==> src/rtl/wb_stage_pipe.sv <==
// -----------------------------------------------------------------------------
// wb_stage_pipe
//
// Writeback stage of the pipelined WISC core. Owns the MEM/WB pipeline
// register, waits for a multi-cycle data memory on loads, and commits exactly
// one register-file write per retired instruction.
//
// Ports
//   clk, rst          clock, asynchronous active-high reset
//   in_valid/ready    handshake from the memory stage
//   in_alu_result     ALU output
//   in_pc_plus2       link value for JAL/JALR
//   in_imm            immediate for LBI/SLBI
//   in_wb_sel         result source: 00 ALU, 01 MEM, 10 PC+2, 11 IMM
//   in_reg_write      instruction writes a register
//   in_write_reg      destination register
//   in_halt           instruction is HALT
//   mem_rdata         load data, valid while mem_done=1
//   mem_done          single-cycle pulse: load data available
//   wb_reg_write      register-file write enable (COMMIT only)
//   wb_write_reg      register-file write address
//   wb_result         register-file write data / decode forwarding value
//   halted            sticky, HALT retired
//   retire_count      instructions retired since reset (wraps)
// -----------------------------------------------------------------------------
module wb_stage_pipe #(
   parameter int DATA_W = 16,
   parameter int REG_AW = 3,
   parameter int CNT_W  = 16
) (
   input  logic              clk,
   input  logic              rst,
   input  logic              in_valid,
   output logic              in_ready,
   input  logic [DATA_W-1:0] in_alu_result,
   input  logic [DATA_W-1:0] in_pc_plus2,
   input  logic [DATA_W-1:0] in_imm,
   input  logic [1:0]        in_wb_sel,
   input  logic              in_reg_write,
   input  logic [REG_AW-1:0] in_write_reg,
   input  logic              in_halt,
   input  logic [DATA_W-1:0] mem_rdata,
   input  logic              mem_done,
   output logic              wb_reg_write,
   output logic [REG_AW-1:0] wb_write_reg,
   output logic [DATA_W-1:0] wb_result,
   output logic              halted,
   output logic [CNT_W-1:0]  retire_count
);

   localparam logic [1:0] ST_EMPTY    = 2'd0;
   localparam logic [1:0] ST_WAIT_MEM = 2'd1;
   localparam logic [1:0] ST_COMMIT   = 2'd2;
   localparam logic [1:0] ST_HALTED   = 2'd3;

   localparam logic [1:0] SEL_ALU = 2'b00;
   localparam logic [1:0] SEL_MEM = 2'b01;
   localparam logic [1:0] SEL_PC2 = 2'b10;

   logic [1:0]        state_q, state_d;
   logic [DATA_W-1:0] alu_q, alu_d;
   logic [DATA_W-1:0] pc2_q, pc2_d;
   logic [DATA_W-1:0] imm_q, imm_d;
   logic [DATA_W-1:0] mdata_q, mdata_d;
   logic [1:0]        sel_q, sel_d;
   logic              rw_q, rw_d;
   logic [REG_AW-1:0] wr_q, wr_d;
   logic              halt_q, halt_d;
   logic [CNT_W-1:0]  count_q, count_d;

   logic in_commit;
   logic accept;
   logic is_load;

   assign in_commit = (state_q == ST_COMMIT);
   assign in_ready  = (state_q == ST_EMPTY) || in_commit;
   // While a HALT is committing the handshake still reads ready, but whatever
   // is offered in that cycle is dropped and never retires.
   assign accept    = in_valid && in_ready && !(in_commit && halt_q);
   assign is_load   = (in_wb_sel == SEL_MEM);

   always_comb begin
      state_d = state_q;
      alu_d   = alu_q;
      pc2_d   = pc2_q;
      imm_d   = imm_q;
      mdata_d = mdata_q;
      sel_d   = sel_q;
      rw_d    = rw_q;
      wr_d    = wr_q;
      halt_d  = halt_q;
      count_d = count_q;

      if (in_commit) begin
         count_d = count_q + {{(CNT_W-1){1'b0}}, 1'b1};
      end

      case (state_q)
         ST_EMPTY, ST_COMMIT: begin
            if (in_commit && halt_q) begin
               state_d = ST_HALTED;
            end else if (accept) begin
               alu_d  = in_alu_result;
               pc2_d  = in_pc_plus2;
               imm_d  = in_imm;
               sel_d  = in_wb_sel;
               rw_d   = in_reg_write;
               wr_d   = in_write_reg;
               halt_d = in_halt;
               // A load whose data arrives in its own capture cycle skips
               // WAIT_MEM entirely.
               if (is_load && mem_done) begin
                  mdata_d = mem_rdata;
               end
               state_d = (is_load && !mem_done) ? ST_WAIT_MEM : ST_COMMIT;
            end else begin
               state_d = ST_EMPTY;
            end
         end
         ST_WAIT_MEM: begin
            if (mem_done) begin
               mdata_d = mem_rdata;
               state_d = ST_COMMIT;
            end
         end
         default: state_d = ST_HALTED;
      endcase
   end

   always_ff @(posedge clk or posedge rst) begin
      if (rst) begin
         state_q <= ST_EMPTY;
         alu_q   <= '0;
         pc2_q   <= '0;
         imm_q   <= '0;
         mdata_q <= '0;
         sel_q   <= '0;
         rw_q    <= 1'b0;
         wr_q    <= '0;
         halt_q  <= 1'b0;
         count_q <= '0;
      end else begin
         state_q <= state_d;
         alu_q   <= alu_d;
         pc2_q   <= pc2_d;
         imm_q   <= imm_d;
         mdata_q <= mdata_d;
         sel_q   <= sel_d;
         rw_q    <= rw_d;
         wr_q    <= wr_d;
         halt_q  <= halt_d;
         count_q <= count_d;
      end
   end

   // Result mux is driven only from the holding register, so the forwarded
   // value never depends combinationally on the memory-stage inputs.
   always_comb begin
      case (sel_q)
         SEL_ALU: wb_result = alu_q;
         SEL_MEM: wb_result = mdata_q;
         SEL_PC2: wb_result = pc2_q;
         default: wb_result = imm_q;
      endcase
   end

   assign wb_reg_write = in_commit && rw_q;
   assign wb_write_reg = wr_q;
   assign halted       = (state_q == ST_HALTED);
   assign retire_count = count_q;

endmodule

==> config.mk <==
export PLATFORM = sky130hd
export DESIGN_NAME = wb_stage_pipe
export DESIGN_NICKNAME = d
export VERILOG_FILES = /design/src/rtl/wb_stage_pipe.sv
export SDC_FILE = /design/constraint.sdc
export NUM_CORES = 1
export LEC_CHECK = 0
export ABC_AREA = 1
export CAP_MARGIN = 10
export CORE_ASPECT_RATIO = 2
export CORE_UTILIZATION = 35
export CTS_BUF_LIST = sky130_fd_sc_hd__clkbuf_4
export CTS_CLUSTER_SIZE = 25
export DETAILED_ROUTE_END_ITERATION = 10
export PLACE_DENSITY = 0.62
export SETUP_SLACK_MARGIN = 0.4
export SLEW_MARGIN = 10
export SYNTH_ARGS = -nofsm -noshare
export SYNTH_HDL_FRONTEND = slang
export SYNTH_SLANG_ARGS = --single-unit
==> constraint.sdc <==
create_clock -name clk -period 3.2 [get_ports clk]
set_input_delay 0.48 -clock clk [delete_from_list [all_inputs] [get_ports clk]]
set_output_delay 0.48 -clock clk [all_outputs]
set_load 0.005 [all_outputs]
# ---- Yosys cells after proc, flatten, opt, wreduce, memory -nomap -nowiden
# Index checks and enable logic that the tools add are counted.
dict set report totals {
  register_bits 89
  in_bits 75
  out_inout_bits 38
  wordCells 48
}
dict set report op_classes {
  add_sub_neg 1
  eq_ne 10
  mux 11
  n_bitwise 1
  n_reduce_logical 15
}
# operator n
set op_table {}
lappend op_table {{$mux 16} 4}
lappend op_table {{$pmux 16 s3} 1}
lappend op_table {{$pmux 16 s2} 1}
lappend op_table {{$add 16x1->16 const B} 1}
lappend op_table {{$mux 2} 4}
lappend op_table {{$ne 2x2->1 const B} 4}
lappend op_table {{$eq 2x1->1 const B} 3}
lappend op_table {{$eq 2x2->1 const B} 3}
lappend op_table {{$logic_and 1x1->1} 6}
lappend op_table {{$reduce_and 5->1} 1}
lappend op_table {{$logic_not 2->1} 2}
lappend op_table {{$pmux 2 s2} 1}
lappend op_table {{$reduce_and 3->1} 1}
lappend op_table {{$logic_not 1->1} 2}
lappend op_table {{$reduce_bool 2->1} 1}
lappend op_table {{$reduce_or 2->1} 1}
lappend op_table {{$logic_or 1x1->1} 1}
lappend op_table {{$not 1->1} 1}

# ---- Depth between registers and ports, before layout
dict set report depth {
  depth_word 7
  mapped_depth 8
  depth_no_buf 8
}

# ---- Worst setup path before layout
# Ideal clock, no wire load.
dict set report synth_path {
  kind {flip-flop to output port}
  start {register sel_q[0]}
  end {output port wb_result[0]}
  arrival_ns 1.135
  required_ns 2.720
  setup_slack_ns 1.585
  stages_incl_launch_ff 5
  path_buffers 1
  cell_sequence {dfrtp_1 nor2_1 clkbuf_1 nand2_1 nand4_1}
}
dict set report synth_via {
  elab_chain_len 2
  word_cells_on_any_way 4
  classes_between {2 x eq/ne; 1 x mux; 1 x reduce/logical}
}
# item line_no
set synth_lines {}
lappend synth_lines {{start: declaration} 65} ;# logic [1:0] sel_q, sel_d;
lappend synth_lines {{start signal: assignment} 148} ;# sel_q <= sel_d;
lappend synth_lines {{$eq 2x2->1 (tied with other cells)} 159} ;# case (sel_q)
lappend synth_lines {{$pmux 16 s3 (*)} 159}
lappend synth_lines {{end: declaration} 46} ;# output logic [DATA_W-1:0] wb_result,
# Every way passes the cells marked *; elsewhere a longest branch is shown, timed or not.

# ---- Worst setup path in the final report
dict set report layout_path {
  start {register sel_q[1]}
  end {output port wb_result[7]}
}
# Same word-level chain as after synthesis.

==> impl_metrics.py <==
metrics = {
    "final_layout": {
        "nets": 696,
        "fillCellCount": 1174,
        "area_delta_synth_final_pct": 34.2,
        "layout-drive-gt1-share_pct": 5.76,
    },
    "die": {
        "ioPinCount": 113,
        "coreArea_um2": 11400,
        "dieHeight_um": 155,
        "dieArea_um2": 12200,
        "fp-row-count": 55,
        "die_w_um": 78.5,
        "initial_core_util_pct": 36.1,
    },
    "clock_network": {
        "post_cts_buffers": 0,
        "cts_root_buffer": "clkbuf_4",
        "cts_buffers": 9,
        "cts.sink_count": 89,
        "clk_pin_slew_ns": 0.13,
        "clk_path_buf_depth": 2,
        "clk-insertion-delay-late_ns": 0.43,
        "htreeDepth": 3,
        "cts_tree": "built",
    },
    "logic_synthesis": {
        "async_flop_share_pct": 100,
        "yosysTopAreaCellShare_pct": 54.4,
        "synth_top_family_by_area": "simple AND/OR/NAND/NOR gates",
        "syn_inst": 513,
        "ys_seq_elements": 89,
        "synth_commonest_cells": "nand2_1, dfrtp_1, nand3_1, nand4_1, inv_1",
        "synth-simple-area-share_pct": 37.4,
        "synth_area_um2": 4100,
        "synth_compound_area_share_pct": 0.916,
        "syn_area_per_cell_um2": 7.99,
        "ys_seq_area_share_pct": 54.4,
        "synth.most_common_cell": "nand2_1",
        "synth_edf_count": 0,
        "synth_cell_types": 23,
        "synthXorXnorAreaFrac_pct": 2.14,
        "synthFlopType": "dfrtp_1",
        "synthMuxAreaShare_pct": 0,
        "synthTopCellsByArea": "dfrtp_1, nand2_1, nand3_1",
        "yosys.area.top_type": "dfrtp_1",
        "ys.warnings.count": 0,
        "synthAdderAreaFrac_pct": 0.305,
        "syn_nets": 589,
    },
    "grt": {
        "grt_pass1_wl_um": 19400,
        "grt_pass1_vias": 3946,
        "antenna_found_initial": 1,
        "grt_usage_pct": 20.9,
        "grt_max_degree": 55,
        "overflow": 0,
    },
    "power_and_ir_drop": {
        "p_leak_nw": 2.70,
        "intPower_mw": 1.40,
        "p_switching_mw": 0.421,
        "seq_power_share_pct": 62.6,
        "p_comb_share_pct": 7.4,
        "swShare_pct": 23.1,
        "power-per-cell-area_nw_per_um2": 332,
        "ir_drop_mv": 0.176,
        "p_clk_share_pct": 30.0,
    },
    "placement": {
        "post-place-ws_ns": 0.872,
        "port_buffers": 112,
        "dp_hpwl_um": 8820,
        "gp_congestion": 0.839,
    },
    "min_path": {
        "hold_class": "in2async",
    },
    "run": {
        "drv_cap": 0,
    },
    "sta": {
        "clock.fmax_ghz": 0.378,
        "min_period_ns": 2.65,
        "grt_setup_unrepaired": "false",
        "fin_skew_ns": 0.0102,
        "finalWorstSetupSlack_ns": 0.554,
        "worstMarginPinSlew_ns": 0.713,
        "fin_crit_sh_pct": 82.7,
        "setup_violations": 0,
        "hold_violations": 0,
        "slew_violations": 0,
        "fin_setup_tns_ns": 0,
        "max-slew-margin-rel_pct": 52.4,
    },
    "worst_setup_path": {
        "crit_type": "reg2out",
        "end_kind": "output pin",
        "cp-start-kind": "register",
        "cp.arrival_ns": 2.17,
        "worstPathRequired_ns": 2.72,
        "crit_fanout": 16,
    },
    "routing": {
        "antenna_left": 0,
        "vias_per_cell": 4.91,
        "routed_wl_um": 11900,
        "drcViolationCount": 0,
        "wl_per_cell_um": 15.5,
        "first_iter_violations": 262,
        "dr.pass1.iters": 5,
        "vias": 3770,
    },
    "status": {
        "status": "complete, no violations",
    },
}
power groups by stage:
stage          registers (mW)  clock network, mW  logic (mW)
3_5_place_dp             1.16                  0       0.138
2_1_floorplan            1.16                  0      0.0268
4_1_cts                  1.14              0.573       0.139
6_report                 1.14              0.547       0.135
5_1_grt                  1.14              0.623       0.149
3_3_place_gp             1.16                  0       0.136
critical path: stages (launching register included):
cell and delay [ns]:
dfrtp_1 0.44, nand2_1 0.13, clkinvlp_4 0.30, nand2_1 0.21
nand4_1 0.16, clkdlybuf4s50_1 0.49
metal layers:
layer	up-vias	global-route usage, %	part of all wire [%]
met2	124	36.8	52
met4	0	13.1	5.5
li1	1858	-	-
met1	1750	22.8	38
met5	-	0	0
met3	38	3.52	4.3
cells in the final DEF (no fill, tap or decap):
master           Yosys  routed
nor2_1              23      23
nand3_2              2       2
dfrtp_1             89      89
nor3_1               2       2
clkbuf_4             0      12
nor2_2               2       1
clkdlybuf4s50_1      0     112
diode_2              0       1
buf_4                0       7
a21oi_2              1       1
nand2_4              1       1
clkinvlp_4           0       2
a21oi_1              1       1
buf_12               0       1
nand2_1            230     230
inv_1               26      23
nand3b_1             1       1
ha_1                 1       1
xor2_1               5       5
o21ai_0              2       2
nand4_1             36      36
nand3_1             57      57
nand2_2              2       2
xnor2_1              5       5
a31oi_1              1       1
nor2_4               0       1
o21bai_1             1       1
inv_2                1       1
clkinv_2             0       5
path summary, 6_finish.rpt:
kind	start	end	slack, ns	depth (start not counted)
min in group clk	alu_q[11]	alu_q[11]	0.49	2
hold / removal	rst	retire_count[11]	0.44	2
setup / recovery	sel_q[1]	wb_result[7]	0.55	5
hold reg to reg	alu_q[11]	alu_q[11]	0.49	2
setup reg to reg	state_q[0]	mdata_q[13]	1.37	7
max in group asynchronous	rst	pc2_q[4]	2.05	3
metrics by stage:
step	power, mW	cells	hold slack (ns)	area (µm²)	util (%)
finish	1.82	768	0.440	5500	48.4
detailed placement	1.30	751	0.458	5380	47.4
floorplan	1.19	513	0.442	4100	-
global placement	1.30	751	0.456	5380	47.4
global route	1.92	768	0.482	5500	48.4
CTS	1.85	767	0.454	5490	48.3
cells by family (layout without fill, tap and decap cells):
kind of cell / count (synthesis) / in the layout
simple gates: 356 / 356
flops: 89 / 89
buf+inv: 51 / 163
xor+xnor: 10 / 10
compound gates: 6 / 6
fa+ha+maj: 1 / 1
other cells: 0 / 1
final cells by class:
type / count / area, µm² / share of cell area (%)
Sequential cell: 89 / 2230 / 40.5
Multi-Input combinational cell: 373 / 1680 / 30.5
Timing Repair Buffer: 120 / 1190 / 21.7
Tap cell: 142 / 178 / 3.23
Inverter: 27 / 110 / 2.00
Clock buffer: 12 / 90.1 / 1.64
Clock inverter: 4 / 20.0 / 0.364
Antenna cell: 1 / 2.50 / 0.0455
timing repair:
| item | in CTS | in global routing |
|---|---|---|
| endpoints found under the hold margin | 0 | 0 |
| gates resized for setup | 0 | 2 |
| hold buffers | 0 | 0 |
| setup endpoints to repair | 0 | 6 |
Note: power is estimated with default switching activity, not from simulation.
